[src/rtl/mem_access_sequencer.sv]
// Load/store sequencer: performs LB/LH/LW/LBU/LHU/SB/SH/SW as single-byte
// transactions on a byte-wide memory port and returns an extended result.
module mem_access_sequencer #(
  parameter int ADDR_W = 11,
  parameter int DATA_W = 32
) (
  input  logic              clk,
  input  logic              rst_n,
  input  logic              req_valid,
  output logic              req_ready,
  input  logic              req_write,
  input  logic [2:0]        req_func3,
  input  logic [ADDR_W-1:0] req_addr,
  input  logic [DATA_W-1:0] req_wdata,
  output logic              resp_valid,
  input  logic              resp_ready,
  output logic [DATA_W-1:0] resp_rdata,
  output logic              resp_err,
  output logic              busy,
  output logic [ADDR_W-1:0] mem_addr,
  output logic              mem_re,
  output logic              mem_we,
  output logic [7:0]        mem_wdata,
  input  logic [7:0]        mem_rdata
);

  typedef enum logic [1:0] {IDLE, ACCESS, RESP} state_t;

  state_t              state, state_nx;
  logic [ADDR_W-1:0]   base_q;
  logic [2:0]          func3_q;
  logic                write_q;
  logic [DATA_W-1:0]   wdata_q;
  logic [1:0]          idx_q;
  logic [1:0]          last_q;
  logic [DATA_W-1:0]   asm_q;
  logic [DATA_W-1:0]   rdata_q;
  logic                err_q;

  logic                accept;
  logic                req_legal;
  logic [1:0]          req_last;
  logic [DATA_W-1:0]   asm_merged;
  logic [DATA_W-1:0]   load_ext;

  assign accept = req_valid && (state == IDLE);

  // Request decode: legality and index of the final byte for this size
  always_comb begin
    req_legal = 1'b0;
    req_last  = 2'd3;
    case (req_func3)
      3'b000, 3'b001, 3'b010: req_legal = 1'b1;
      3'b100, 3'b101:         req_legal = !req_write;
      default:                req_legal = 1'b0;
    endcase
    case (req_func3[1:0])
      2'b00:   req_last = 2'd0;
      2'b01:   req_last = 2'd1;
      default: req_last = 2'd3;
    endcase
  end

  // Word including the byte arriving this cycle, then sign/zero extension
  always_comb begin
    asm_merged = asm_q;
    asm_merged[{idx_q, 3'b000} +: 8] = mem_rdata;
    case (func3_q)
      3'b000:  load_ext = {{(DATA_W-8){asm_merged[7]}}, asm_merged[7:0]};
      3'b001:  load_ext = {{(DATA_W-16){asm_merged[15]}}, asm_merged[15:0]};
      3'b100:  load_ext = {{(DATA_W-8){1'b0}}, asm_merged[7:0]};
      3'b101:  load_ext = {{(DATA_W-16){1'b0}}, asm_merged[15:0]};
      default: load_ext = asm_merged;
    endcase
  end

  always_ff @(posedge clk or negedge rst_n) begin
    if (!rst_n) state <= IDLE;
    else        state <= state_nx;
  end

  always_comb begin
    state_nx   = state;
    req_ready  = 1'b0;
    busy       = 1'b1;
    resp_valid = 1'b0;
    mem_re     = 1'b0;
    mem_we     = 1'b0;
    mem_addr   = '0;
    mem_wdata  = '0;
    case (state)
      IDLE: begin
        req_ready = 1'b1;
        busy      = 1'b0;
        if (req_valid) state_nx = req_legal ? ACCESS : RESP;
      end
      ACCESS: begin
        mem_addr = base_q + ADDR_W'(idx_q);
        mem_re   = !write_q;
        mem_we   = write_q;
        if (write_q) mem_wdata = wdata_q[{idx_q, 3'b000} +: 8];
        if (idx_q == last_q) state_nx = RESP;
      end
      RESP: begin
        resp_valid = 1'b1;
        if (resp_ready) state_nx = IDLE;
      end
      default: state_nx = IDLE;
    endcase
  end

  // Request latch, byte assembly and registered response
  always_ff @(posedge clk or negedge rst_n) begin
    if (!rst_n) begin
      base_q  <= '0;
      func3_q <= '0;
      write_q <= 1'b0;
      wdata_q <= '0;
      idx_q   <= '0;
      last_q  <= '0;
      asm_q   <= '0;
      rdata_q <= '0;
      err_q   <= 1'b0;
    end else begin
      if (accept) begin
        base_q  <= req_addr;
        func3_q <= req_func3;
        write_q <= req_write;
        wdata_q <= req_wdata;
        idx_q   <= '0;
        last_q  <= req_last;
        asm_q   <= '0;
        rdata_q <= '0;
        err_q   <= !req_legal;
      end else if (state == ACCESS) begin
        idx_q <= idx_q + 2'd1;
        if (!write_q) asm_q <= asm_merged;
        if (idx_q == last_q) rdata_q <= write_q ? '0 : load_ext;
      end else if (state == RESP && resp_ready) begin
        rdata_q <= '0;
        err_q   <= 1'b0;
      end
    end
  end

  assign resp_rdata = rdata_q;
  assign resp_err   = err_q;

endmodule

[config.mk]
export PLATFORM = sky130hd
export DESIGN_NAME = mem_access_sequencer
export DESIGN_NICKNAME = d
export VERILOG_FILES = /design/src/rtl/mem_access_sequencer.sv
export SDC_FILE = /design/constraint.sdc
export NUM_CORES = 1
export LEC_CHECK = 0
export ABC_CLOCK_PERIOD_IN_PS = 6500
export CORE_MARGIN = 10
export CORE_UTILIZATION = 30
export CTS_CLUSTER_SIZE = 20
export DETAILED_ROUTE_END_ITERATION = 8
export GPL_TIMING_DRIVEN = 0
export PLACE_DENSITY_LB_ADDON = 0.3
export SETUP_SLACK_MARGIN = 0.5
export SLEW_MARGIN = 20
export SYNTH_ARGS = -nofsm -noshare
export SYNTH_HDL_FRONTEND = slang
export SYNTH_SLANG_ARGS = --single-unit
[constraint.sdc]
create_clock -name clk -period 6.5 [get_ports clk]
set_clock_uncertainty 0.2 [all_clocks]
set_input_delay 1.3 -clock clk [delete_from_list [all_inputs] [get_ports clk]]
set_output_delay 1.3 -clock clk [all_outputs]
set_load 0.01 [all_outputs]
# After elaboration in Yosys (flattened, before gate mapping)
# Index checks and enable logic that the tools add are counted.
[op_classes] add_sub_neg=3 n_mul=0 div_mod_pow=0 order_cmp=0 eq_ne=17 shift=3 mux=30 bitwise_logic=0 reduce_logical=18
[ops] operator="$mux W32" n=8
[ops] operator="$pmux W32 S4" n=1
[ops] operator="$bwmux W32" n=1
[ops] operator="$shift A8 B7 Y32 const A" n=1
[ops] operator="$shiftx A32 B6 Y8" n=1
[ops] operator="$shiftx A8 B7 Y32" n=1
[ops] operator="$mux W8" n=2
[ops] operator="$eq A3 B3 Y1 const B" n=4
[ops] operator="$mux W2" n=6
[ops] operator="$add A11 B2 Y11" n=1
[ops] operator="$mux W11" n=1
[ops] operator="$mux W1" n=8
[ops] operator="$ne A2 B2 Y1 const B" n=4
[ops] operator="$neg A5 Y7" n=1
[ops] operator="$eq A3 B1 Y1 const B" n=2
[ops] operator="$logic_not A3 Y1" n=2
[ops] operator="$pmux W2 S3" n=1
[ops] operator="$reduce_and A2 Y1" n=3
[ops] operator="$eq A2 B1 Y1 const B" n=2
[ops] operator="$logic_not A2 Y1" n=2
[ops] operator="$pmux W2 S2" n=1
[ops] operator="$reduce_bool A2 Y1" n=2
[ops] operator="$eq A3 B2 Y1 const B" n=1
[ops] operator="$logic_not A1 Y1" n=3
[ops] operator="other kinds (11)" n=12
[word_totals] register_bits=118 latch_bits=0 ramBits=0 rom_bits=0 input_bits=59 out_inout_bits=57 elab_cells=81 mem_count=0

# Logic depth before layout (Yosys ltp)
# Gate-level depths: netlist of run 1.
[depth] word_depth=8 ltp_mapped=9 mapped_depth_nobuf=6

# Worst setup path before layout of run 1
# Ideal clock, no wire load.
[synth_timing] path_type="reg2out" start="register idx_q[0]" end="output port mem_addr[10]" arrival_ns=1.719 slack_ns=3.281 path_stages_with_launch=7 path_buffers=0 cell_sequence="dfrtp_1 > ha_1 > fa_1 > and4_1 > or3b_2 > xor2_1 > nor2_1"
[synth_between] elab_chain_len=2
[synth_rtl] item="start: declaration" line_no="34" rtl="logic [1:0] idx_q;"
[synth_rtl] item="start signal: assignment" line_no="136" rtl="idx_q <= idx_q + 2'd1;"
[synth_rtl] item="$add A11 B2 Y11" line_no="98" rtl="mem_addr = base_q + ADDR_W'(idx_q);"
[synth_rtl] item="$mux W11" line_no="91" rtl="case (state)"
[synth_rtl] item="end: declaration" line_no="20" rtl="output logic [ADDR_W-1:0] mem_addr,"
# Every way passes these cells.

# Worst setup path after layout of run 1
# Same ends and word-level chain as after synthesis.

==> impl.org, run 1 <==
** Clocking
- Clk_lat worst skew :: 0.42 ns
- Setup repair bufs after CTS :: 0
- The tree is rooted in a sky130_fd_sc_hd__clkbuf_16.
- Clock-pin slew was measured on the worst setup and hold paths at 0.05 ns.
- Counting the buffers created by CTS gives 17.
- CTS max path bufs :: 2
- Clock sink count :: 118
- Clock tree from TritonCTS :: done
- The clock tree synthesis step divided the H-tree into 4 levels.
- PostCTS Resize Cnt :: 0
- Hold buffer count at cts :: 0

** Worst hold path
- The path class of the tightest hold or removal check is flip-flop to flip-flop.

** Placement
- After legalization and detailed placement, the total HPWL measured 12370 um.
- RePlAce Congestion :: 0.7905
- Placed cells :: 905
- Number of buffers inserted by port buffering :: 115

** Cells and area
- The final layout contains 762 nets.
- The repair_antennas step left the layout with diodes totalling 0.
- In the final layout, the share of cells above drive strength 1 is 9.194%.
- In the layout the commonest cells are 148 x sky130_fd_sc_hd__nand2_1, 118 x sky130_fd_sc_hd__dfrtp_1, 114 x sky130_fd_sc_hd__clkdlybuf4s50_1, 30 x sky130_fd_sc_hd__a21oi_1, 27 x sky130_fd_sc_hd__nor2b_1.
- From synthesis to final layout, the design area changed by 37.33%.
- Final cell count without fillers :: 936
- The library cell used most frequently in the layout, excluding fill and tap cells, is sky130_fd_sc_hd__nand2_1.

** GRT
- Number of global-route vias before repair :: 4867
- GR Overflow Total :: 0
- The first global-routing pass estimated 26660 um of wire.
- The number of antenna violations at the first check in global routing is 0.
- Largest net degree at the start of global routing :: 68
- Total global routing track utilization :: 14.04%

** Synthesis
- Number of nets in the synthesized netlist :: 627
- The most used flip-flop cell after synthesis is sky130_fd_sc_hd__dfrtp_1.
- Summing the sequential cell areas from Yosys gives 52.54% of the chip area.
- Number of instances in the synthesized netlist :: 560
- Yosys attributes the largest share of cell area to sky130_fd_sc_hd__dfrtp_1 53%, sky130_fd_sc_hd__nand2_1 9.9%, sky130_fd_sc_hd__mux4_2 3.2%, sky130_fd_sc_hd__nor2b_1 3.0%, sky130_fd_sc_hd__o2bb2ai_1 2.8%.
- Number of register bits inferred by synthesis :: 118
- During synthesis, Yosys emitted a total of 0 warnings.
- Synth async-reset ratio :: 100.0%
- Total standard cell area after synthesis :: 5620 um2
- The number of different library cells used by synthesis comes to 52.
- Yosys mapped a number of flops with a built-in enable equal to 0.
- Area leader, netlist :: sky130_fd_sc_hd__dfrtp_1
- Of the post-synthesis cell area, the dominant cell type holds 52.54%.
- Dividing the synthesized area by the synthesized cell count gives 10.04 um2.

** Timing
- Headroom to the max-slew limit came out at 47.16%.
- Final hold slack :: 0.2686 ns
- The max-slew violation total from the final report came to 0.
- In the finished design, the share of the clock period the worst path needs comes to 67.21%.
- Fmax :: 0.2289 GHz
- Tmin final :: 4.369 ns
- Setup violations remaining at the end of the flow were counted as 0.
- RSZ-0062 raised after global routing :: no
- Slew of the pin with the lowest slew margin :: 0.7878 ns
- The total count of hold-check failures in the final report came to 0.

** Worst setup path
- Critical Path Fanout Max :: 4
- Max stage delay on crit path :: 0.56 ns
- The worst register-to-register path has a setup slack of 2.81 ns.
- Crit path to :: mem_addr[10]
- Worst Setup End Kind :: output port
- Required arrival time at the worst endpoint :: 5.00 ns
- Worst setup path startpoint :: idx_q[0]
- The number of cells on the worst reg-to-reg path is 9.
- Highest-delay cell along the critical path :: sky130_fd_sc_hd__clkdlybuf4s50_1
- R2r endpoint :: resp_rdata[20]
- In this run the critical register-to-register path is launched from idx_q[0].
- Sequence of cells on the critical path :: ha_1 > fa_1 > and4_1 > or3b_2 > xor2_1 > nor2_1 > clkdlybuf4s50_1
- The worst setup path is launched from a flip-flop.
- Data arrival time of the worst path :: 2.87 ns
- Critical Setup Path Class :: flip-flop to output port

** Routing
- Dividing the detail-routed wire length by the instance count gives 18.00 um.
- Met3 wire length :: 1742 um
- Signal routing reaches up to met4.
- The routed layout has 4679 vias.
- The pre-antenna-repair detailed-routing pass consisted of 5 iterations.
- For this run, design rule violations remaining after detail routing come to 0.
- Met2 wirelength from detailed routing :: 7581 um
- The routed design has 16850 um of wire.
- Remaining number of nets flagged by the antenna check after routing :: 0
- The first routing iteration left 289 violations.
- Dividing the detail-routed via count by the number of cells gives 4.999.
- In the final routing, the length of wire on met1 measures 7121 um.

** Pwr
- Power density over the cells :: 425.8 nW/um2
- The analysis attributes to cell leakage a power of 3.645 nW.
- Across the VDD grid, the largest voltage drop is 0.0002461 V.

** Die
- The region available for standard cell placement spans 18210 um2.
- The die is 156.9 um wide.
- The floorplan step set the die height to 156.9 um.
- I/O pin count :: 116
- The die covers 24610 um2.
- Starting density of the core :: 30.87%
- Number of rows created at floorplan :: 49

** Run status
- Run status :: finished clean

** Flow run
- Across the run, the number of max-cap violations was 0.
[through the flow]
step / utilization (%) / area, um2 / worst slack, ns / total power, mW / TNS (ns)
2_1_floorplan: - / 5620 / 3.281 / 1.836 / 0
3_3_place_gp: 38.76 / 7058 / -0.5379 / 2.264 / -62.03
3_5_place_dp: 38.92 / 7087 / 2.579 / 2.302 / 0
4_1_cts: 42.39 / 7719 / 2.106 / 3.314 / 0
5_1_grt: 42.39 / 7719 / 1.978 / 3.497 / 0
6_report: 42.39 / 7719 / 2.131 / 3.287 / 0
[cells in the mapped netlist (2+ instances only)]
master / count
sky130_fd_sc_hd__a211o_1: 16
sky130_fd_sc_hd__a21o_1: 9
sky130_fd_sc_hd__a21oi_1: 30
sky130_fd_sc_hd__a22o_1: 7
sky130_fd_sc_hd__a22oi_1: 14
sky130_fd_sc_hd__a311oi_1: 2
sky130_fd_sc_hd__and2_1: 5
sky130_fd_sc_hd__and3_1: 9
sky130_fd_sc_hd__buf_1: 3
sky130_fd_sc_hd__buf_2: 5
sky130_fd_sc_hd__buf_6: 4
sky130_fd_sc_hd__clkbuf_1: 20
sky130_fd_sc_hd__dfrtp_1: 118
sky130_fd_sc_hd__ha_1: 7
sky130_fd_sc_hd__inv_1: 6
sky130_fd_sc_hd__mux2_2: 5
sky130_fd_sc_hd__mux2_4: 3
sky130_fd_sc_hd__mux4_2: 8
sky130_fd_sc_hd__nand2_1: 148
sky130_fd_sc_hd__nand2b_1: 2
sky130_fd_sc_hd__nand3_1: 3
sky130_fd_sc_hd__nand4_1: 2
sky130_fd_sc_hd__nor2_1: 25
sky130_fd_sc_hd__nor2b_1: 27
sky130_fd_sc_hd__nor3_1: 19
sky130_fd_sc_hd__nor4bb_1: 2
sky130_fd_sc_hd__o21ai_0: 11
sky130_fd_sc_hd__o2bb2ai_1: 18
sky130_fd_sc_hd__xnor2_1: 6
sky130_fd_sc_hd__xor2_1: 4
[how the worst min path moves through the flow]
stage	start	endpoint	slack, ns	depth (start not counted)
floorplan	func3_q[2]	func3_q[2]	0.24	2
global placement	asm_q[4]	asm_q[4]	0.25	1
detailed placement	asm_q[0]	asm_q[0]	0.26	1
CTS	asm_q[0]	asm_q[0]	0.27	1
global route	asm_q[5]	asm_q[5]	0.29	1
finish	asm_q[2]	asm_q[2]	0.27	1
[layer usage]
layer / vias to the layer above / global-route usage, %
met5: - / 0
met1: 2234 / 17.44
met4: 0 / 5.753
met3: 34 / 5.537
met2: 195 / 21.33
li1: 2216 / -
[state kept, by name (all words and copies together) (netlist names)]
name        count
base_q         11
asm_q          32
write_q         1
resp_err        1
wdata_q        32
last_q          2
func3_q         3
idx_q           2
state           2
resp_rdata     32
[where the power goes]
group | leakage [nW] | internal, mW | switching (mW) | total, mW
sequential | 1.56 | 0.946 | 0.148 | 1.09
clock | 0.312 | 0.677 | 0.324 | 1.00
combinational | 1.77 | 0.509 | 0.683 | 1.19
total | 3.65 | 2.13 | 1.16 | 3.29
[cell type report]
class                      count  area, um2
timing repair buffer         116       1180
tap                          229      286.5
sequential                   118       2953
fill                        1700      10490
inverter                       6      22.52
clock buffer                  22      484.2
multi-input combinational    403       2481
buffer                        33      163.9
clock inverter                 9      147.6
[cells by family after synthesis]
group / Yosys count / share of synthesized area [%]
simple gates: 254 / 20.68
compound gates: 114 / 14.80
buf+inv: 39 / 3.317
mux: 17 / 5.187
fa+ha+maj: 8 / 1.914
xor+xnor: 10 / 1.558
flops: 118 / 52.54
[worst max-delay path: cells and delay by family (launching register included)]
kind	cells	cell delay, ns
adders and majority gates	2	0.47
xor gates and xnor gates	1	0.15
and+or+nand+nor	3	0.83
DFF	1	0.44
buffers and inverters	1	0.56
No activity file was read; power rests on OpenSTA's default activity.
==> run 2: changes to the inputs <==
--- a/config.mk
+++ b/config.mk
@@ -5,7 +5,7 @@
 export SDC_FILE = /design/constraint.sdc
 export NUM_CORES = 1
 export LEC_CHECK = 0
-export ABC_CLOCK_PERIOD_IN_PS = 6500
+export ABC_CLOCK_PERIOD_IN_PS = 3500
 export CORE_MARGIN = 10
 export CORE_UTILIZATION = 30
 export CTS_CLUSTER_SIZE = 20
==> constraint.sdc (replaced) <==
create_clock -name clk -period 3.5 [get_ports clk]
set_clock_uncertainty 0.2 [all_clocks]
set_input_delay 0.7 -clock clk [delete_from_list [all_inputs] [get_ports clk]]
set_output_delay 0.7 -clock clk [all_outputs]
set_load 0.01 [all_outputs]
==> impl.org, run 2 (same netlist as run 1, synthesis figures left out) <==
** Worst setup path
- Critical Path Fanout Max :: 3 (was 4)
- R2r endpoint :: resp_rdata[20] (unchanged)
- Required arrival time at the worst endpoint :: 2.60 ns (was 5.00 ns)
- Count of cells along the worst register-to-register path :: 10 (was 9)
- The startpoint kind of the worst setup timing path is a flip-flop (unchanged).
- R2R Setup Slk :: 0.69 ns (was 2.81 ns)
- The beginning of the worst register-to-register path was idx_q[0] (unchanged).
- Critical Setup Path Class :: flip-flop to output port (unchanged)
- The kind of end point of the critical path is an output port (unchanged).
- The arrival time of data at the critical path endpoint came to 2.16 ns (was 2.87 ns).

** Die
- Number of rows created at floorplan :: 49 (unchanged)
- Starting density of the core :: 30.87% (unchanged)
- Die Span X :: 156.9 um (unchanged)
- Die footprint :: 24610 um2 (unchanged)
- Placeable core area :: 18210 um2 (unchanged)
- The number of top-level pins was 116 (unchanged).
- Die Y :: 156.9 um (unchanged)

** Timing
- Setup WS post-layout :: 0.4360 ns (was 2.131 ns)
- The actual transition at the worst max-transition pin is 0.6709 ns (was 0.7878 ns).
- The max-slew violation total from the final report is 0 (unchanged).
- Dividing the final minimum period by the clock period gives 87.54%.
- RSZ-0062 raised after global routing :: yes (was no)
- The worst-case headroom to the max-slew limit came to 55.27% (was 47.16%).
- Number of endpoints with negative hold slack in the final report :: 0 (unchanged)
- Fmax :: 0.3264 GHz
- Final setup violating endpoints :: 0 (unchanged)
- Final hold slack :: 0.03538 ns (was 0.2686 ns)
- The worst path in the final design needs a cycle of 3.064 ns, including I/O delays and setup.
- The setup TNS is 0 ns (unchanged).

** Pwr
- Cell leakage power :: 3.771 nW (was 3.645 nW)
- The logic gate share of total power is 37.3% (was 36.3%).
- The share of total power in sequential cells was 32.7% (was 33.3%).
- Net switching power :: 2.195 mW (was 1.155 mW)
- The power density relative to cell area came to 795.9 nW/um2 (was 425.8 nW/um2).
- Switch share :: 35.25% (was 35.15%)
- The internal power component was 4.031 mW (was 2.132 mW).
- Pwr Total :: 6.226 mW (was 3.287 mW)
- Maximum vdd drop :: 0.0004693 V (was 0.0002461 V)
- Clk pwr share :: 30.0% (was 30.4%)

** Routing
- The count of nets left with antenna violations after detail routing is 0 (unchanged).
- Met2 wirelength from detailed routing :: 7717 um (was 7581 um)
- The total met3 wirelength after detailed routing is 1659 um (was 1742 um).
- The iteration-0 DRC count of the detailed router is 334 (was 289).
- Top metal layer carrying routed signals :: met4 (unchanged)
- The per-cell routed wire length is 17.93 um (was 18.00 um).
- The met1 routed wirelength after detailed routing is 7256 um (was 7121 um).
- Via count normalized by instance count :: 5.010 (was 4.999)
- The via count came to 4744 (was 4679).
- Total routed wirelength :: 16980 um (was 16850 um)
- The iteration count of the initial detailed-routing pass is 4 (was 5).
- Final routed DRC violation total :: 0 (unchanged)

** GRT
- GR Overflow Total :: 0 (unchanged)
- The aggregate global-route resource usage came to 14.16% (was 14.04%).
- The global-route wire length before repair came to 26970 um (was 26660 um).
- Number of global-route vias before repair :: 4951 (was 4867)
- Number of antenna violations at the first check in global routing :: 0 (unchanged)
- Largest net degree at the start of global routing :: 68 (unchanged)

** Run status
- Run status :: finished clean (unchanged)

** Clocking
- CTS max path bufs :: 2 (unchanged)
- Clock sink count :: 118 (unchanged)
- The count of hold buffers inserted by post-cts repair came to 0 (unchanged).
- The worst-skew pair later-pin latency is 0.42 ns (about the same).
- The H-tree level count is 4 (unchanged).
- The clock-pin slew reported for the worst setup and hold paths after clock tree synthesis is 0.05 ns (about the same).
- Total CTS buffers :: 17 (unchanged)
- The buffer cell driving the clock tree root is sky130_fd_sc_hd__clkbuf_16 (unchanged).
- The CTS tree was done (unchanged).

** Placement
- The area of placed instances came to 7087 um2 (unchanged).
- The half-perimeter wire length of the detailed placement result was 12370 um (unchanged).
- Placement Setup Slack :: -0.2053 ns (was 2.579 ns)
- RePlAce Congestion :: 0.7905 (unchanged)
- Number of buffers inserted by port buffering :: 115 (unchanged)
- Placed cells :: 905 (unchanged)

** Cells and area
- The final cell count without fillers was 947 (was 936).
- Proportion of layout cells with a drive suffix above 1 :: 14.35% (was 9.194%)
- End-of-flow core utilization :: 42.96% (was 42.39%)
- The leading cell type in the layout, fill and taps excluded is sky130_fd_sc_hd__nand2_1 (unchanged).
- Commonest cells after routing, fill and taps aside: 148 x sky130_fd_sc_hd__nand2_1, 116 x sky130_fd_sc_hd__dfrtp_1, 95 x sky130_fd_sc_hd__clkdlybuf4s50_1, 28 x sky130_fd_sc_hd__a21oi_1, 27 x sky130_fd_sc_hd__nor2b_1 (was 148 x sky130_fd_sc_hd__nand2_1, 118 x sky130_fd_sc_hd__dfrtp_1, 114 x sky130_fd_sc_hd__clkdlybuf4s50_1, 30 x sky130_fd_sc_hd__a21oi_1, 27 x sky130_fd_sc_hd__nor2b_1).
- The final design area excluding fillers was 7823 um2 (was 7719 um2).
- # diodes :: 0 (unchanged)
- Filler Cells Inserted :: 1698 (was 1700)
- Nets@finish :: 773 (was 762)
- The synthesis-to-layout area growth is 39.18% (was 37.33%).

** Flow run
- The max capacitance violation total was 0 (unchanged).

** Worst hold path
- The class of the tightest hold or removal check is primary input to async pin (was flip-flop to flip-flop).
[run 2: cell types whose count changed in the layout (fill, tap and decap cells not counted), sizes merged]
cell	previous run	this run
clkdlybuf4s50	114	95
buf	15	29
clkbuf	42	52
dlygate4sd2	0	4
clkdlybuf4s15	0	1
dlymetal6s2s	0	1
[run 2: cell type report]
| cell class | instances | area, um2 | share of cell area [%] |
|---|---|---|---|
| sequential | 118 | 2955 | 37.78 |
| multi-input combinational | 403 | 2534 | 32.39 |
| timing repair buffer | 127 | 1196 | 15.29 |
| clock buffer | 22 | 484.2 | 6.190 |
| tap | 229 | 286.5 | 3.663 |
| buffer | 33 | 196.4 | 2.511 |
| clock inverter | 9 | 147.6 | 1.887 |
| inverter | 6 | 22.52 | 0.2879 |
[run 2: routing by layer]
metal / vias to the layer above / GRT usage [%]
met1: 2284 / 17.30
met3: 26 / 5.482
met4: 0 / 5.753
met5: - / 0
met2: 189 / 21.94
li1: 2245 / -
[run 2: critical path: stages, from the launching register on]
cell                      delay [ns]
sky130_fd_sc_hd__dfrtp_1        0.39
sky130_fd_sc_hd__ha_4           0.15
sky130_fd_sc_hd__fa_2           0.20
sky130_fd_sc_hd__and4_4         0.23
sky130_fd_sc_hd__or3b_4         0.38
sky130_fd_sc_hd__xor2_1         0.15
sky130_fd_sc_hd__nor2_1         0.09
sky130_fd_sc_hd__buf_2          0.15
[run 2: worst max path at each step]
stage	slack, ns	cells after the start	start	to
floorplan	0.56	9	idx_q[0]	resp_rdata[30]
global placement	-2.94	1	rst_n	wdata_q[21]
detailed placement	-0.21	9	idx_q[0]	resp_rdata[20]
CTS	0.36	7	idx_q[0]	mem_addr[10]
global route	0.32	7	base_q[0]	mem_addr[10]
finish	0.44	7	base_q[0]	mem_addr[10]
[run 2: what timing repair did]
item,CTS,global route
resized for setup,56,20
endpoints found under the hold margin,0,0
buffers inserted,7,4
gates cloned,0,0
pin swaps,4,3
setup endpoints to repair,47,40
[run 2: power groups by stage]
| stage | logic (mW) | registers [mW] | clock network [mW] |
|---|---|---|---|
| finish | 2.32 | 2.04 | 1.87 |
| detailed placement | 2.22 | 2.05 | 0 |
| global route | 2.58 | 2.09 | 1.95 |
| floorplan | 1.41 | 2.00 | 0 |
| CTS | 2.31 | 2.03 | 1.89 |
| global placement | 2.17 | 2.03 | 0 |
==> run 3: changes to the inputs <==
--- a/config.mk
+++ b/config.mk
@@ -5,7 +5,7 @@
 export SDC_FILE = /design/constraint.sdc
 export NUM_CORES = 1
 export LEC_CHECK = 0
-export ABC_CLOCK_PERIOD_IN_PS = 3500
+export ABC_CLOCK_PERIOD_IN_PS = 3800
 export CORE_MARGIN = 10
 export CORE_UTILIZATION = 30
 export CTS_CLUSTER_SIZE = 20
==> constraint.sdc (replaced) <==
create_clock -name clk -period 3.8 [get_ports clk]
set_clock_uncertainty 0.2 [all_clocks]
set_input_delay 0.76 -clock clk [delete_from_list [all_inputs] [get_ports clk]]
set_output_delay 0.76 -clock clk [all_outputs]
set_load 0.01 [all_outputs]
==> impl.org, run 3 (same netlist as run 1, synthesis figures left out) <==
** Worst setup path
- The start point of the critical path is idx_q[0] (was base_q[0]).
- The worst endpoint required time was 2.84 ns (was 2.60 ns).
- CP delay by family, top :: buffers and inverters (was simple AND/OR/NAND/NOR gates)
- Sequence of cells on the critical path :: ha_4 > fa_2 > buf_4 > xnor2_1 > nor2_1 > clkdlybuf4s50_1 (was ha_4 > fa_2 > and4_4 > or3b_4 > xor2_1 > nor2_1 > buf_2)
- Worst Setup End Kind :: output port (unchanged)
- Highest-delay cell along the critical path :: sky130_fd_sc_hd__clkdlybuf4s50_1 (was sky130_fd_sc_hd__dfrtp_1)
- Critical Path Fanout Max :: 3 (unchanged)
- The delay of the slowest cell on the worst path came to 0.55 ns (was 0.39 ns).
- Data arrival time of the worst path :: 2.29 ns (was 2.16 ns)
- The beginning of the worst register-to-register path was idx_q[0] (unchanged).
- The number of buffers and inverters on the critical path came to 2 (was 1).
- The kind of critical path was flip-flop to output port (unchanged).
- Sort of element at the start of the critical path :: flip-flop (unchanged)

** GRT
- The aggregate global-route resource usage was 14.04% (was 14.16%).
- The number of antenna violations at the first check in global routing came to 0 (unchanged).
- Largest net degree at the start of global routing :: 68 (unchanged)
- The global-route wire length before repair was 26720 um (was 26970 um).
- Number of global-route vias before repair :: 4906 (was 4951)
- GR Overflow Total :: 0 (unchanged)

** Pwr
- Clk pwr share :: 30.1% (was 30.0%)
- The share of total power in sequential cells is 32.9% (was 32.7%).
- The internal power component was 3.693 mW (was 4.031 mW).
- Maximum vdd drop :: 0.0004264 V (was 0.0004693 V)
- Relative contribution of combinational cells to total power :: 37.1% (was 37.3%)
- The net switching power of the design came to 2.013 mW (was 2.195 mW).
- Power density over the cells :: 729.1 nW/um2 (was 795.9 nW/um2)
- The leakage dissipation came to 3.786 nW (was 3.771 nW).
- Switch share :: 35.28% (was 35.25%)

** Routing
- The total wire length was 16990 um (was 16980 um).
- Routed metal-1 wirelength :: 7281 um (was 7256 um)
- Remaining number of nets flagged by the antenna check after routing :: 0 (unchanged)
- DR iter-0 viols :: 389 (was 334)
- The per-cell routed wire length was 18.00 um (was 17.93 um).
- The top layer reached by signal wires is met4 (unchanged).
- The total met3 wirelength after detailed routing is 1643 um (was 1659 um).
- Met2 wirelength from detailed routing :: 7700 um (was 7717 um)
- DR pass1 iterations :: 5 (was 4)
- The via count came to 4735 (was 4744).
- Final routed DRC violation total :: 0 (unchanged)
- Via count normalized by instance count :: 5.016 (was 5.010)

** Die
- The number of top-level pins is 116 (unchanged).
- Starting density of the core :: 30.87% (unchanged)
- Die Span X :: 156.9 um (unchanged)
- The die boundary height is 156.9 um (unchanged).
- Die footprint :: 24610 um2 (unchanged)
- Number of rows created at floorplan :: 49 (unchanged)
- The standard cell core area is 18210 um2 (unchanged).

** Run status
- Run status :: finished clean (unchanged)

** Clocking
- Clock slew at the register clock pins of the worst setup and hold paths :: 0.05 ns (about the same)
- Root cell of the clock tree :: sky130_fd_sc_hd__clkbuf_16 (unchanged)
- The H-tree level count was 4 (unchanged).
- Clk_lat worst skew :: 0.42 ns (about the same)
- Total CTS buffers :: 17 (unchanged)
- Clock tree from TritonCTS :: done (unchanged)
- The total clock sinks was 118 (unchanged).
- The deepest clock path buffer count is 2 (unchanged).

** Timing
- The actual transition at the worst max-transition pin came to 0.7972 ns (was 0.6709 ns).
- Max_slew headroom :: 46.53% (was 55.27%)
- The total count of hold-check failures in the final report is 0 (unchanged).
- Final worst path period share :: 85.64%
- Subtracting the final worst setup slack from the clock period gives 3.254 ns.
- RSZ-0062 raised after global routing: yes (unchanged).
- Derived from the worst setup path, the maximum achievable clock frequency is 0.3073 GHz.
- Pins Over Slew Limit :: 0 (unchanged)
- The setup TNS came to 0 ns (unchanged).
- Setup WS post-layout :: 0.5457 ns (was 0.4360 ns)
- The setup violation total in the final timing report was 0 (unchanged).
- Final hold slack :: 0.09812 ns (was 0.03538 ns)

** Placement
- Placed wire-length estimate :: 12370 um (unchanged)
- Number of buffers inserted by port buffering :: 115 (unchanged)
- The area of placed instances came to 7087 um2 (unchanged).
- The weighted congestion at the end of routability-driven global placement came to 0.7905 (unchanged).
- The post-place setup slack was 0.09471 ns (was -0.2053 ns).

** Cells and area
- The number of nets in the final layout came to 770 (was 773).
- Commonest cells after routing, fill and taps aside: 148 x sky130_fd_sc_hd__nand2_1, 117 x sky130_fd_sc_hd__dfrtp_1, 100 x sky130_fd_sc_hd__clkdlybuf4s50_1, 29 x sky130_fd_sc_hd__a21oi_1, 27 x sky130_fd_sc_hd__nor2b_1 (was 148 x sky130_fd_sc_hd__nand2_1, 116 x sky130_fd_sc_hd__dfrtp_1, 95 x sky130_fd_sc_hd__clkdlybuf4s50_1, 28 x sky130_fd_sc_hd__a21oi_1, 27 x sky130_fd_sc_hd__nor2b_1).
- Most common cell after layout, fill and taps aside :: sky130_fd_sc_hd__nand2_1 (unchanged)
- The final design area excluding fillers is 7826 um2 (was 7823 um2).
- Proportion of layout cells with a drive suffix above 1 :: 11.33% (was 14.35%)
- Synthesis-to-layout area growth :: 39.25% (was 39.18%)
- # diodes :: 0 (unchanged)

** Worst hold path
- Class of the tightest hold or removal check :: primary input to async pin (unchanged)

** Flow run
- Number of max-cap violations :: 0 (unchanged)
==> run 3: changes by cell type in the layout (fill, tap and decap cells not counted), moves of 3 or more <==
cell,change
sky130_fd_sc_hd__buf_2,-3
sky130_fd_sc_hd__buf_4,-3
sky130_fd_sc_hd__dlygate4sd2_1,+7
sky130_fd_sc_hd__clkdlybuf4s50_1,+5
sky130_fd_sc_hd__clkbuf_2,-9
==> run 3: repair_timing <==
| action | 4_1_cts | 5_1_grt |
|---|---|---|
| pin swaps | 1 | 3 |
| gates resized for setup | 25 | 8 |
| buffers inserted | 4 | 4 |
| endpoints found under the setup margin | 43 | 14 |
| hold buffers | 0 | 0 |
==> run 3: path summary, 6_finish.rpt <==
path                                        to  slack [ns]  cells past startpoint
worst min register to register        asm_q[0]        0.27                      1
min in group clk                      asm_q[0]        0.27                      1
worst min-delay path             resp_rdata[0]         0.1                      1
worst max register to register  resp_rdata[20]        0.69                     10
worst max-delay path               mem_addr[2]        0.55                      6
max in group asynchronous             idx_q[1]        2.60                      2
==> run 3: area by class of cell <==
| cell class | instances | area [um2] |
|---|---|---|
| tap | 229 | 286.5 |
| clock inverter | 9 | 147.6 |
| inverter | 6 | 22.52 |
| multi-input combinational | 403 | 2524 |
| timing repair buffer | 124 | 1226 |
| buffer | 33 | 181.4 |
| sequential | 118 | 2954 |
| fill | 1700 | 10380 |
| clock buffer | 22 | 484.2 |
==> run 3: layer usage <==
metal,vias to the layer above,global-route usage (%)
met3,27,5.482
met5,-,0
met4,0,5.753
met1,2257,17.19
met2,208,21.67
li1,2243,-
==> run 3: per-stage QoR <==
step	cells	total power, mW	util [%]
floorplan	560	3.141	-
global placement	904	3.873	38.76
detailed placement	905	3.937	38.92
CTS	940	5.716	42.66
global route	944	6.058	42.98
finish	944	5.706	42.98
==> run 3: power groups by stage <==
stage / registers [mW] / clock network, mW / logic, mW
after floorplan: 1.85 / 0 / 1.30
after global placement: 1.87 / 0 / 2.00
after detailed placement: 1.89 / 0 / 2.05
after CTS: 1.87 / 1.74 / 2.11
after global routing: 1.92 / 1.80 / 2.34
final: 1.87 / 1.71 / 2.12
